===== config.mk =====
export PLATFORM = sky130hd
export DESIGN_NAME = rv32_fetch_buffer_flat
export DESIGN_NICKNAME = d
export VERILOG_FILES = /design/src/rtl/rv32_fetch_pkg.sv /design/src/rtl/rv32_fetch_buffer_if.sv /design/src/rtl/rv32_fetch_buffer_mem.sv /design/src/rtl/rv32_fetch_buffer.sv /design/src/flat_wrapper.sv
export SDC_FILE = /design/constraint.sdc
export NUM_CORES = 1
export LEC_CHECK = 0
export BUFFER_PORTS_ARGS = -buffer_cell sky130_fd_sc_hd__buf_2
export CORE_ASPECT_RATIO = 1.25
export CORE_MARGIN = 10
export CORE_UTILIZATION = 45
export CTS_CLUSTER_SIZE = 10
export DETAILED_ROUTE_END_ITERATION = 6
export PLACE_DENSITY = 0.73
export SETUP_SLACK_MARGIN = 0.5
export SLEW_MARGIN = 15
export SYNTH_ARGS = -nofsm -noshare
export SYNTH_HDL_FRONTEND = slang
export SYNTH_HIERARCHICAL = 1
export SYNTH_SLANG_ARGS = --single-unit

===== constraint.sdc =====
create_clock -name clk -period 8.4 [get_ports clk]
set_clock_uncertainty 0.05 [all_clocks]
set_input_delay 0 -clock clk [delete_from_list [all_inputs] [get_ports clk]]
set_output_delay 0 -clock clk [all_outputs]
set_load 0.005 [all_outputs]

===== src/rtl/rv32_fetch_pkg.sv =====
`default_nettype none
// ============================================================================
// Module   : rv32_fetch_pkg
// Brief    : Shared fetch-packet type and pointer/count width helpers.
// Revision : 1.0 - initial release
// ============================================================================
package rv32_fetch_pkg;

   localparam int unsigned c_PC_WIDTH    = 32;
   localparam int unsigned c_INSTR_WIDTH = 32;
   localparam int unsigned c_CAUSE_WIDTH = 4;

   typedef struct packed {
      logic [c_PC_WIDTH-1:0]    pc;
      logic [c_INSTR_WIDTH-1:0] instr;
      logic                     exception;
      logic [c_CAUSE_WIDTH-1:0] exception_cause;
      logic                     branch_predicted_taken;
   } rv32_fetch_packet_t;

   function automatic int unsigned ptr_width(input int unsigned depth);
      return (depth > 1) ? $clog2(depth) : 1;
   endfunction

   function automatic int unsigned cnt_width(input int unsigned depth);
      return $clog2(depth + 1);
   endfunction

endpackage
`default_nettype wire


===== src/rtl/rv32_fetch_buffer_if.sv =====
`default_nettype none
// ============================================================================
// Module   : rv32_fetch_buffer_if
// Brief    : Fetch-side and decode-side handshake bundle of the fetch buffer.
// Revision : 1.0 - initial release
// ============================================================================
interface rv32_fetch_buffer_if
   import rv32_fetch_pkg::*;
#(
   parameter int unsigned DEPTH    = 4,
   parameter int unsigned PC_WIDTH = c_PC_WIDTH
);
   localparam int unsigned c_CNT_W = cnt_width(DEPTH);

   logic                     flush_in;
   logic                     valid_in;
   logic                     ready_out;
   logic [PC_WIDTH-1:0]      pc_in;
   logic [c_INSTR_WIDTH-1:0] instr_in;
   logic                     exception_in;
   logic [c_CAUSE_WIDTH-1:0] exception_cause_in;
   logic                     branch_predicted_taken_in;

   logic                     valid_out;
   logic                     ready_in;
   logic [PC_WIDTH-1:0]      pc_out;
   logic [c_INSTR_WIDTH-1:0] instr_out;
   logic                     exception_out;
   logic [c_CAUSE_WIDTH-1:0] exception_cause_out;
   logic                     branch_predicted_taken_out;
   logic [c_CNT_W-1:0]       count_out;
   logic                     empty_out;
   logic                     full_out;

   modport slave (
      input  flush_in, valid_in, pc_in, instr_in, exception_in,
             exception_cause_in, branch_predicted_taken_in, ready_in,
      output ready_out, valid_out, pc_out, instr_out, exception_out,
             exception_cause_out, branch_predicted_taken_out,
             count_out, empty_out, full_out
   );

   modport master (
      output flush_in, valid_in, pc_in, instr_in, exception_in,
             exception_cause_in, branch_predicted_taken_in, ready_in,
      input  ready_out, valid_out, pc_out, instr_out, exception_out,
             exception_cause_out, branch_predicted_taken_out,
             count_out, empty_out, full_out
   );

endinterface
`default_nettype wire


===== src/rtl/rv32_fetch_buffer_mem.sv =====
`default_nettype none
// ============================================================================
// Module   : rv32_fetch_buffer_mem
// Brief    : DEPTH x WIDTH packet storage, synchronous write, async read.
// Revision : 1.0 - initial release
// ============================================================================
module rv32_fetch_buffer_mem #(
   parameter int unsigned DEPTH  = 4,
   parameter int unsigned WIDTH  = 70,
   parameter int unsigned ADDR_W = 2
) (
   input  logic              clk,
   input  logic              i_wr_en,
   input  logic [ADDR_W-1:0] i_wr_addr,
   input  logic [WIDTH-1:0]  i_wr_data,
   input  logic [ADDR_W-1:0] i_rd_addr,
   output logic [WIDTH-1:0]  o_rd_data
);

   // Storage is deliberately left unreset; the top masks stale entries.
   logic [WIDTH-1:0] r_mem [DEPTH];

   always_ff @(posedge clk) begin
      if (i_wr_en) begin
         r_mem[i_wr_addr] <= i_wr_data;
      end
   end

   assign o_rd_data = r_mem[i_rd_addr];

endmodule
`default_nettype wire


===== src/rtl/rv32_fetch_buffer.sv =====
`default_nettype none
// ============================================================================
// Module   : rv32_fetch_buffer
// Brief    : DEPTH-entry fetch-to-decode packet FIFO with flush; optional
//            zero-latency bypass when RV32_FETCH_BUFFER_BYPASS_EN is defined.
// Revision : 1.0 - initial release
// ============================================================================
module rv32_fetch_buffer
   import rv32_fetch_pkg::*;
#(
   parameter int unsigned DEPTH    = 4,
   parameter int unsigned PC_WIDTH = c_PC_WIDTH
) (
   input  logic               clk,
   input  logic               reset,
   rv32_fetch_buffer_if.slave bus
);

   localparam int unsigned        c_PTR_W    = ptr_width(DEPTH);
   localparam int unsigned        c_CNT_W    = cnt_width(DEPTH);
   localparam int unsigned        c_PKT_W    = PC_WIDTH + c_INSTR_WIDTH + c_CAUSE_WIDTH + 2;
   localparam logic [c_CNT_W-1:0] c_FULL_CNT = c_CNT_W'(DEPTH);
   localparam logic [c_CNT_W-1:0] c_ONE_CNT  = c_CNT_W'(1);
   localparam logic [c_PTR_W-1:0] c_ONE_PTR  = c_PTR_W'(1);

   logic [c_PTR_W-1:0] r_wr_ptr;
   logic [c_PTR_W-1:0] r_rd_ptr;
   logic [c_CNT_W-1:0] r_count;

   logic               w_empty;
   logic               w_full;
   logic               w_valid_out;
   logic               w_bypass_sel;
   logic               w_push;
   logic               w_pop;
   logic               w_store;
   logic               w_unload;
   logic [c_PKT_W-1:0] w_in_pkt;
   logic [c_PKT_W-1:0] w_mem_pkt;
   logic [c_PKT_W-1:0] w_head_pkt;

   assign w_empty  = (r_count == '0);
   assign w_full   = (r_count == c_FULL_CNT);
   assign w_in_pkt = {bus.pc_in, bus.instr_in, bus.exception_in,
                      bus.exception_cause_in, bus.branch_predicted_taken_in};

`ifdef RV32_FETCH_BUFFER_BYPASS_EN
   // The cycle right after a flush must show no packet, so bypass waits a cycle.
   logic r_flush_q;

   always_ff @(posedge clk or negedge reset) begin
      if (!reset) begin
         r_flush_q <= 1'b0;
      end else begin
         r_flush_q <= bus.flush_in;
      end
   end

   assign w_bypass_sel = w_empty && !bus.flush_in && !r_flush_q;
   assign w_valid_out  = w_bypass_sel ? bus.valid_in : (!w_empty && !bus.flush_in);
   assign w_head_pkt   = w_bypass_sel ? w_in_pkt : w_mem_pkt;
`else
   assign w_bypass_sel = 1'b0;
   assign w_valid_out  = !w_empty && !bus.flush_in;
   assign w_head_pkt   = w_mem_pkt;
`endif

   assign w_push   = bus.valid_in && !w_full && !bus.flush_in;
   assign w_pop    = w_valid_out && bus.ready_in && !bus.flush_in;
   // A bypassed packet taken by decode in the same cycle never enters storage.
   assign w_store  = w_push && !(w_bypass_sel && w_pop);
   assign w_unload = w_pop && !w_bypass_sel;

   always_ff @(posedge clk or negedge reset) begin
      if (!reset) begin
         r_wr_ptr <= '0;
         r_rd_ptr <= '0;
         r_count  <= '0;
      end else if (bus.flush_in) begin
         r_wr_ptr <= '0;
         r_rd_ptr <= '0;
         r_count  <= '0;
      end else begin
         if (w_store) begin
            r_wr_ptr <= r_wr_ptr + c_ONE_PTR;
         end
         if (w_unload) begin
            r_rd_ptr <= r_rd_ptr + c_ONE_PTR;
         end
         case ({w_store, w_unload})
            2'b10:   r_count <= r_count + c_ONE_CNT;
            2'b01:   r_count <= r_count - c_ONE_CNT;
            default: r_count <= r_count;
         endcase
      end
   end

   rv32_fetch_buffer_mem #(
      .DEPTH  (DEPTH),
      .WIDTH  (c_PKT_W),
      .ADDR_W (c_PTR_W)
   ) u_mem (
      .clk       (clk),
      .i_wr_en   (w_store),
      .i_wr_addr (r_wr_ptr),
      .i_wr_data (w_in_pkt),
      .i_rd_addr (r_rd_ptr),
      .o_rd_data (w_mem_pkt)
   );

   assign bus.ready_out = !w_full;
   assign bus.valid_out = w_valid_out;
   assign bus.count_out = r_count;
   assign bus.empty_out = w_empty;
   assign bus.full_out  = w_full;

   assign {bus.pc_out, bus.instr_out, bus.exception_out,
           bus.exception_cause_out, bus.branch_predicted_taken_out}
          = w_valid_out ? w_head_pkt : '0;

endmodule
`default_nettype wire


===== src/flat_wrapper.sv =====
// flat-port wrapper written by rule: the top's interface ports become plain ports
module rv32_fetch_buffer_flat import rv32_fetch_pkg::*;
#(
   parameter int unsigned DEPTH    = 4,
   parameter int unsigned PC_WIDTH = c_PC_WIDTH
)
  (clk, reset, bus_flush_in, bus_valid_in, bus_pc_in, bus_instr_in, bus_exception_in, bus_exception_cause_in, bus_branch_predicted_taken_in, bus_ready_in, bus_ready_out, bus_valid_out, bus_pc_out, bus_instr_out, bus_exception_out, bus_exception_cause_out, bus_branch_predicted_taken_out, bus_count_out, bus_empty_out, bus_full_out);
  rv32_fetch_buffer_if #(.DEPTH(DEPTH), .PC_WIDTH(PC_WIDTH)) bus_i ();
  input  logic clk;
  input  logic reset;
  input wire logic [$bits(bus_i.flush_in)-1:0] bus_flush_in;
  input wire logic [$bits(bus_i.valid_in)-1:0] bus_valid_in;
  input wire logic [$bits(bus_i.pc_in)-1:0] bus_pc_in;
  input wire logic [$bits(bus_i.instr_in)-1:0] bus_instr_in;
  input wire logic [$bits(bus_i.exception_in)-1:0] bus_exception_in;
  input wire logic [$bits(bus_i.exception_cause_in)-1:0] bus_exception_cause_in;
  input wire logic [$bits(bus_i.branch_predicted_taken_in)-1:0] bus_branch_predicted_taken_in;
  input wire logic [$bits(bus_i.ready_in)-1:0] bus_ready_in;
  output wire logic [$bits(bus_i.ready_out)-1:0] bus_ready_out;
  output wire logic [$bits(bus_i.valid_out)-1:0] bus_valid_out;
  output wire logic [$bits(bus_i.pc_out)-1:0] bus_pc_out;
  output wire logic [$bits(bus_i.instr_out)-1:0] bus_instr_out;
  output wire logic [$bits(bus_i.exception_out)-1:0] bus_exception_out;
  output wire logic [$bits(bus_i.exception_cause_out)-1:0] bus_exception_cause_out;
  output wire logic [$bits(bus_i.branch_predicted_taken_out)-1:0] bus_branch_predicted_taken_out;
  output wire logic [$bits(bus_i.count_out)-1:0] bus_count_out;
  output wire logic [$bits(bus_i.empty_out)-1:0] bus_empty_out;
  output wire logic [$bits(bus_i.full_out)-1:0] bus_full_out;
  assign bus_i.flush_in = bus_flush_in;
  assign bus_i.valid_in = bus_valid_in;
  assign bus_i.pc_in = bus_pc_in;
  assign bus_i.instr_in = bus_instr_in;
  assign bus_i.exception_in = bus_exception_in;
  assign bus_i.exception_cause_in = bus_exception_cause_in;
  assign bus_i.branch_predicted_taken_in = bus_branch_predicted_taken_in;
  assign bus_i.ready_in = bus_ready_in;
  assign bus_ready_out = bus_i.ready_out;
  assign bus_valid_out = bus_i.valid_out;
  assign bus_pc_out = bus_i.pc_out;
  assign bus_instr_out = bus_i.instr_out;
  assign bus_exception_out = bus_i.exception_out;
  assign bus_exception_cause_out = bus_i.exception_cause_out;
  assign bus_branch_predicted_taken_out = bus_i.branch_predicted_taken_out;
  assign bus_count_out = bus_i.count_out;
  assign bus_empty_out = bus_i.empty_out;
  assign bus_full_out = bus_i.full_out;
  rv32_fetch_buffer #(.DEPTH(DEPTH), .PC_WIDTH(PC_WIDTH)) u_core (.clk(clk), .reset(reset), .bus(bus_i));
endmodule

==> impl_summary.log, run 1 <==
[metrics] run status: completed
[metrics] effective utilization at floorplan: 45.8%
[metrics] Slew @ Worst Pin: 1.12 ns
[metrics] antenna violations before repair: 2
[metrics] startpoint of the worst-slack reg-to-reg timing path: u_core/bus.count_out[1]
[metrics] final routed wirelength across all metal layers: 22800 um
[metrics] total CTS buffers: 34
[metrics] Leak: 4.85 nW
[metrics] Syn Std Cell Area: 0.0112 mm2
[metrics] number of top-level pins: 152
[metrics] CP peak stage delay: 0.85 ns
[metrics] worst-skew pair later-pin latency: 0.49 ns
[metrics] XOR/XNOR share of the synthesized area: 0.234%
[metrics] number of clock sinks: 287
[metrics] Resize count post-CTS: 0
[metrics] number of hold violations in the final report: 0
[metrics] DRC errors left: 0
[metrics] count of vias placed by the detailed router: 5665
[metrics] largest cells by area after synthesis: sky130_fd_sc_hd__edfxtp_1 (75%), sky130_fd_sc_hd__mux4_2 (14%), sky130_fd_sc_hd__and2_1 (4.0%)
[metrics] number of levels in the clock H-tree: 2
[metrics] endpoint class of the critical path: output pin
[metrics] Peak Freq: 321 MHz
[metrics] total of buffers placed on input and output ports: 151
[metrics] simple-gate portion of the synthesized area: 5.30%
[metrics] routability-driven placement congestion ratio: 0.766
[metrics] number of nets at the end of the flow: 823
[metrics] CTS clock-pin slew for the worst setup and hold paths: 0.05 ns
[metrics] Post-DP HPWL: 13300 um
[metrics] drt wl/cell: 20.9 um
[metrics] std cell rows: 64
[metrics] Die Height: 197 um
[metrics] Sum Neg Setup Slack: 0 ns
[metrics] core region area: 0.0245 mm2
[metrics] combinational family with the most area after synthesis: multiplexers
[metrics] reg-to-reg setup timing slack: 5.33 ns
[metrics] count of max-cap constraint violations: 0
[metrics] Hold Path Depth: 2
[metrics] crit path DAT: 3.06 ns
[metrics] DRC violation total after the first TritonRoute iteration: 352
[metrics] cell count of the worst reg-to-reg path: 5
[metrics] Slowest cell on crit path: sky130_fd_sc_hd__dfrtp_4
[metrics] ys async rst share: 2.44%
[metrics] Synth Area in Compound Gates: 1.08%
[metrics] Worst setup SP type: flop
[metrics] Final Max Slew Viols: 0
[metrics] Yosys warning count: 6
[metrics] category of the most critical setup path: reg2out
[metrics] total setup violations reported at the end of the flow: 0
[metrics] number of global-route vias before repair: 6377
[metrics] global-route wire length before repair: 35800 um
[metrics] sequential element share of the synthesized area: 76.5%
[metrics] design area: 0.0139 mm2
[metrics] syn_area_per_cell: 22.0 um2
[metrics] number of nets produced by synthesis: 585
[metrics] EDFF count, synth: 280
[metrics] source of the worst hold timing path: bus_instr_in[21]
[metrics] iteration count of the initial detailed-routing pass: 5
[metrics] fill cell total of the finished layout: 1841
[metrics] Total GRT Usage: 14.3%
[metrics] width of the die: 161 um
[metrics] power per standard cell area: 240 mW/mm2
[metrics] dominant synthesized flop cell: sky130_fd_sc_hd__edfxtp_1
[metrics] critical path, cell by cell: buf_4, mux4_2, and2_1, buf_2
[metrics] top-area cell type share of the netlist area: 74.9%
[metrics] unique cell type count in the Yosys netlist: 39
[metrics] buffer levels on the longest clock path: 3
[metrics] Area Growth Syn to Fin: 24.3%
[metrics] relative slew slack: 25.4%
[metrics] endpoint of the lowest-slack register-to-register path: u_core/u_mem/r_mem[2][4]
[metrics] layout cell share with drive strength beyond 1: 36.3%
[metrics] leading cell types in the layout, fill and taps excluded: sky130_fd_sc_hd__edfxtp_1 (280), sky130_fd_sc_hd__buf_2 (151), sky130_fd_sc_hd__dlygate4sd3_1 (76)
[metrics] Hold EP: u_core/u_mem/r_mem[0][27]
[metrics] mux contribution to synthesized area: 14.3%
[metrics] post-layout minimum cycle time: 3.11 ns
[metrics] number of instances in the synthesized netlist: 509
[metrics] Synth Register Bits: 287
[metrics] number of antenna-violating nets in the routed design: 0
[metrics] peak ir drop on the vdd network: 0.000113 V
[metrics] CP Max Fanout: 40
[metrics] CTS root buffer: sky130_fd_sc_hd__clkbuf_16
[metrics] endpoint required time on the critical path: 8.35 ns
[metrics] final worst-path cycle share: 37.1%
[metrics] adder and majority gate portion of the synthesized area: 0.178%
[metrics] most frequent standard cell in the layout excluding fill and tap cells: sky130_fd_sc_hd__edfxtp_1
[metrics] worst hold path type: in2reg
[metrics] mean number of vias per cell: 5.19
[metrics] Total Die Area: 0.0317 mm2
[metrics] placed cell areas: 0.0122 mm2
[metrics] area leader, netlist: sky130_fd_sc_hd__edfxtp_1
[metrics] Congestion Overflow GR: 0
[metrics] largest net degree at the start of global routing: 72
[metrics] clock tree from TritonCTS: done
[metrics] setup repair after global routing missed its margin: false
[area by class of cell]
type,count,area [um2],area share [%]
inverters,4,15.0,0.108
clock buffers,50,985,7.06
flip-flops and latches,287,8590,61.6
well taps,330,413,2.96
repair buffers,232,1550,11.1
diodes,1,2.50,0.0179
multi-input cells,188,2390,17.1
[worst max-delay path: cells and delay by family, from the launching register on]
kind | cells | cell delay [ns]
buffers and inverters | 2 | 0.89
DFF | 1 | 0.85
muxes | 1 | 0.61
and+or+nand+nor | 1 | 0.18
[worst max path at each step]
stage / slack (ns) / cells after the start / startpoint / endpoint
6_report: 5.29 / 4 / u_core/r_rd_ptr[0] / bus_pc_out[19]
5_1_grt: 5.00 / 4 / u_core/r_rd_ptr[0] / bus_pc_out[19]
4_1_cts: 5.15 / 4 / u_core/r_rd_ptr[0] / bus_pc_out[19]
3_5_place_dp: 5.37 / 5 / u_core/bus.count_out[0] / u_core/u_mem/r_mem[2][6]
3_3_place_gp: 5.54 / 5 / u_core/bus.count_out[0] / u_core/u_mem/r_mem[2][3]
2_1_floorplan: 1.65 / 5 / u_core/bus.count_out[2] / u_core/u_mem/r_mem[0][0]
[where the power goes]
| part | internal (W) | switching, W | total, W |
|---|---|---|---|
| clock | 0.000800 | 0.000496 | 0.00130 |
| sequential | 0.00162 | 0.0000473 | 0.00167 |
| combinational | 0.000213 | 0.000167 | 0.000381 |
| total | 0.00263 | 0.000711 | 0.00335 |
[flip-flops by register name (all words and copies together) (netlist names)]
signal                flops
u_core/u_mem/r_mem      280
u_core/bus.count_out      3
u_core/r_rd_ptr           2
u_core/r_wr_ptr           2
[synthesized netlist by cell type (all sizes together), types with 2 or more instances]
master   number
edfxtp      280
and2         71
mux4         70
buf          22
clkbuf        8
dfrtp         7
nor2          5
a21oi         4
inv           4
nand3         4
nor3          4
a2111oi       3
and3b         3
or3           3
xor2          3
a211oi        2
mux2          2
[routing by layer]
layer / share of wire (%) / global-route usage (%)
met2: 52 / 25.0
met1: 40 / 17.2
met4: 1.6 / 4.08
met3: 6.0 / 3.86
met5: 0.057 / 0
[stage by stage]
stage | instances | utilization [%] | setup slack [ns] | hold slack (ns) | power [W]
after global placement | 965 | 49.8 | 5.54 | -0.208 | 0.00204
final | 1092 | 56.9 | 5.29 | 0.213 | 0.00335
after floorplan | 509 | - | 1.65 | -0.346 | 0.00195
after global routing | 1092 | 56.9 | 5.00 | 0.203 | 0.00348
after detailed placement | 965 | 49.8 | 5.37 | -0.199 | 0.00206
after CTS | 1091 | 56.9 | 5.15 | 0.195 | 0.00339
[timing repair]
item,in CTS,in global routing
endpoints found under the hold margin,294,0
hold buffers,76,0
buffers inserted,0,0
endpoints found under the setup margin,0,0
[cell families (layout without fill, tap and decap cells)]
group	after synthesis	after routing
adders and majority gates	1	1
xor gates and xnor gates	3	3
buffers and inverters	34	286
other	0	1
AOI/OAI and AO/OA	16	16
muxes	72	72
and+or+nand+nor	96	96
DFF	287	287
No activity file was read; power rests on OpenSTA's default activity.
==> run 2, diff against run 1 <==
- clock period: 8.4 -> 3 ns (I/O delays scaled with it)
==> run 2 against run 1 <==
Compared with the run above:
- sequential share of layout area down 1.3 points
- clock power increased to 2.8 times the previous value
- sequential power grew to 2.8 times the previous value
- design area is 2.2% higher
- non-clock buffer count up 18
- die area did not move
- largest cell class unchanged
- largest power group unchanged
==> impl_summary.log, run 2 (synthesized netlist as in run 1, its figures left out) <==
[metrics] most frequent standard cell in the layout excluding fill and tap cells: sky130_fd_sc_hd__edfxtp_1
[metrics] placed cell areas: 0.0124 mm2 (+1.6%)
[metrics] Post-DP HPWL: 14400 um (+8.1%)
[metrics] critical path, cell by cell: or3b_4, a211oi_4, fa_1, inv_1, a2111oi_0, or3_1
[metrics] relative slew slack: 54.9% (+30 points)
[metrics] net switching power figure: 0.00207 W (+190%)
[metrics] category of the most critical setup path: reg2reg
[metrics] effective utilization at floorplan: 45.8% (unchanged)
[metrics] run status: completed
[metrics] endpoint class of the critical path: flop
[metrics] smallest hold slack: 0.0829 ns (-0.130 ns)
[metrics] most flop-heavy register: u_core/u_mem/r_mem
[metrics] Slew @ Worst Pin: 0.676 ns (-0.443 ns)
[metrics] Total GRT Usage: 14.7% (+0.40 points)
[metrics] CP Max Fanout: 8 (-80%)
[metrics] crit path DAT: 2.80 ns (-0.26 ns)
[metrics] global-route wire length before repair: 36900 um (+3.1%)
[metrics] peak ir drop on the vdd network: 0.000391 V (+250%)
[metrics] CTS clock-pin slew for the worst setup and hold paths: 0.06 ns (about the same)
[metrics] DRC errors left: 0 (unchanged)
[metrics] power per standard cell area: 662 mW/mm2 (+180%)
[metrics] CP peak stage delay: 0.50 ns (-0.35 ns)
[metrics] final routed wirelength across all metal layers: 23700 um (+3.7%)
[metrics] number of flip-flops in the largest register: 280 (unchanged)
[metrics] count of max-cap constraint violations: 0 (unchanged)
[metrics] Congestion Overflow GR: 0 (unchanged)
[metrics] leading cell types in the layout, fill and taps excluded: sky130_fd_sc_hd__edfxtp_1 (280), sky130_fd_sc_hd__buf_2 (151), sky130_fd_sc_hd__dlygate4sd3_1 (76)
[metrics] worst-skew pair later-pin latency: 0.50 ns (about the same)
[metrics] DRC violation total after the first TritonRoute iteration: 332 (-5.7%)
[metrics] layout cell share with drive strength beyond 1: 39.1% (+2.8 points)
[metrics] width of the die: 161 um (unchanged)
[metrics] worst hold path type: in2reg
[metrics] iteration count of the initial detailed-routing pass: 4 (-1)
[metrics] antenna violations before repair: 2 (unchanged)
[metrics] CTS root buffer: sky130_fd_sc_hd__clkbuf_16
[metrics] drt wl/cell: 21.3 um (+2.0%)
[metrics] final worst-path cycle share: 82.7%
[metrics] Area Growth Syn to Fin: 27.0%
[metrics] endpoint required time on the critical path: 3.32 ns (-5.03 ns)
[metrics] internal power summed over all cells: 0.00737 W (+180%)
[metrics] clock share of power: 38.0% (-0.7 points)
[metrics] core region area: 0.0245 mm2 (unchanged)
[metrics] Net Sw Frac: 21.9% (+0.65 points)
[metrics] std cell rows: 64 (unchanged)
[metrics] Slowest cell on crit path: sky130_fd_sc_hd__fa_1
[metrics] Total Die Area: 0.0317 mm2 (unchanged)
[metrics] Buf+Inv Stages, Crit Path: 1 (-1)
[metrics] setup repair after global routing missed its margin: false
[metrics] total setup violations reported at the end of the flow: 0 (unchanged)
[metrics] number of clock sinks: 287 (unchanged)
[metrics] Seq pwr share: 49.0% (-0.9 points)
[metrics] number of levels in the clock H-tree: 2 (unchanged)
[metrics] number of nets at the end of the flow: 842 (+2.3%)
[metrics] Leak: 4.98 nW (+2.6%)
[metrics] kind of cell adding the most delay to the critical path: simple AND/OR/NAND/NOR gates
[metrics] mean number of vias per cell: 5.22 (+0.62%)
[metrics] number of hold violations in the final report: 0 (unchanged)
[metrics] number of antenna-violating nets in the routed design: 0 (unchanged)
[metrics] clock tree from TritonCTS: done
[metrics] Die Height: 197 um (unchanged)
[metrics] design area: 0.0143 mm2 (+2.2%)
[metrics] routability-driven placement congestion ratio: 0.776 (+1.3%)
[metrics] Final Max Slew Viols: 0 (unchanged)
[metrics] number of global-route vias before repair: 6490 (+1.8%)
[metrics] Worst setup SP type: flop
[metrics] Peak Freq: 403 MHz
[metrics] buffer levels on the longest clock path: 3 (unchanged)
[metrics] total of buffers placed on input and output ports: 151 (unchanged)
[metrics] largest net degree at the start of global routing: 71 (-1.4%)
[metrics] number of top-level pins: 152 (unchanged)
[metrics] count of vias placed by the detailed router: 5794 (+2.3%)
[metrics] combinational cell fraction of total power: 13.0% (+1.6 points)
[metrics] total CTS buffers: 35 (+2.9%)
[metrics] post-layout minimum cycle time: 2.48 ns
## run 2: cell types whose count changed in the layout (fill, tap and decap cells not counted), sizes merged
cell	before	now
clkbuf	50	43
inv	4	5
diode	1	2
buf	156	174
clkinv	0	5
## run 2: layout make-up
cell class	instances	area [um2]
antenna	2	5.00
clock buffer	43	927
clock inverter	6	46.3
fill	1828	10200
inverter	4	17.5
multi-input combinational	188	2430
sequential	287	8590
tap	330	413
timing repair buffer	250	1820
## run 2: timing repair
action                                  in CTS  in global routing
hold buffers                                76                  0
setup buffers                                1                 10
hold endpoints to repair                   294                  0
endpoints found under the setup margin      24                 44
pin swaps                                    0                  2
cloned                                       0                  0
gates resized for setup                      3                  5
## run 2: worst min-delay path, stage by stage
cell and delay [ns]:
sky130_fd_sc_hd__buf_2 0.17, sky130_fd_sc_hd__a2111oi_2 0.26, sky130_fd_sc_hd__or3_1 0.16
## run 2: worst paths after layout
| check | cells past startpoint | start | slack, ns | to |
|---|---|---|---|---|
| hold reg to reg | 1 | u_core/bus.count_out[0] | 0.57 | u_core/bus.count_out[0] |
| min in group asynchronous | 3 | reset | 0.45 | u_core/bus.count_out[1] |
| setup reg to reg | 6 | u_core/bus.count_out[0] | 0.52 | u_core/bus.count_out[1] |
| hold / removal | 3 | bus_flush_in | 0.08 | u_core/bus.count_out[1] |
| max in group asynchronous | 3 | reset | 2.14 | u_core/r_rd_ptr[0] |
| setup / recovery | 6 | u_core/bus.count_out[0] | 0.52 | u_core/bus.count_out[1] |
## run 2: per-stage QoR
stage	utilization (%)	worst slack, ns	total power [W]	instances	setup TNS (ns)
after floorplan	-	-0.175	0.00545	509	-12.25
after global placement	50.6	0.498	0.00577	972	0
after detailed placement	50.6	0.295	0.00582	972	0
after CTS	57.8	0.459	0.00950	1098	0
after global routing	58.2	0.478	0.00981	1109	0
final	58.2	0.519	0.00944	1110	0
## run 2: power groups by stage
stage | combinational [W] | clock [W] | sequential, W
floorplan | 0.000804 | 0 | 0.00465
global placement | 0.00106 | 0 | 0.00472
detailed placement | 0.00108 | 0 | 0.00473
CTS | 0.00121 | 0.00366 | 0.00464
global route | 0.00134 | 0.00383 | 0.00464
finish | 0.00123 | 0.00358 | 0.00463
## run 2: layer usage
layer / routed length [um] / global-route usage (%) / vias to the layer above
li1: - / - / 2581
met1: 9420 / 17.8 / 3012
met2: 12500 / 25.9 / 166
met3: 1220 / 3.32 / 35
met4: 504 / 4.35 / 0
met5: 0 / 0 / -
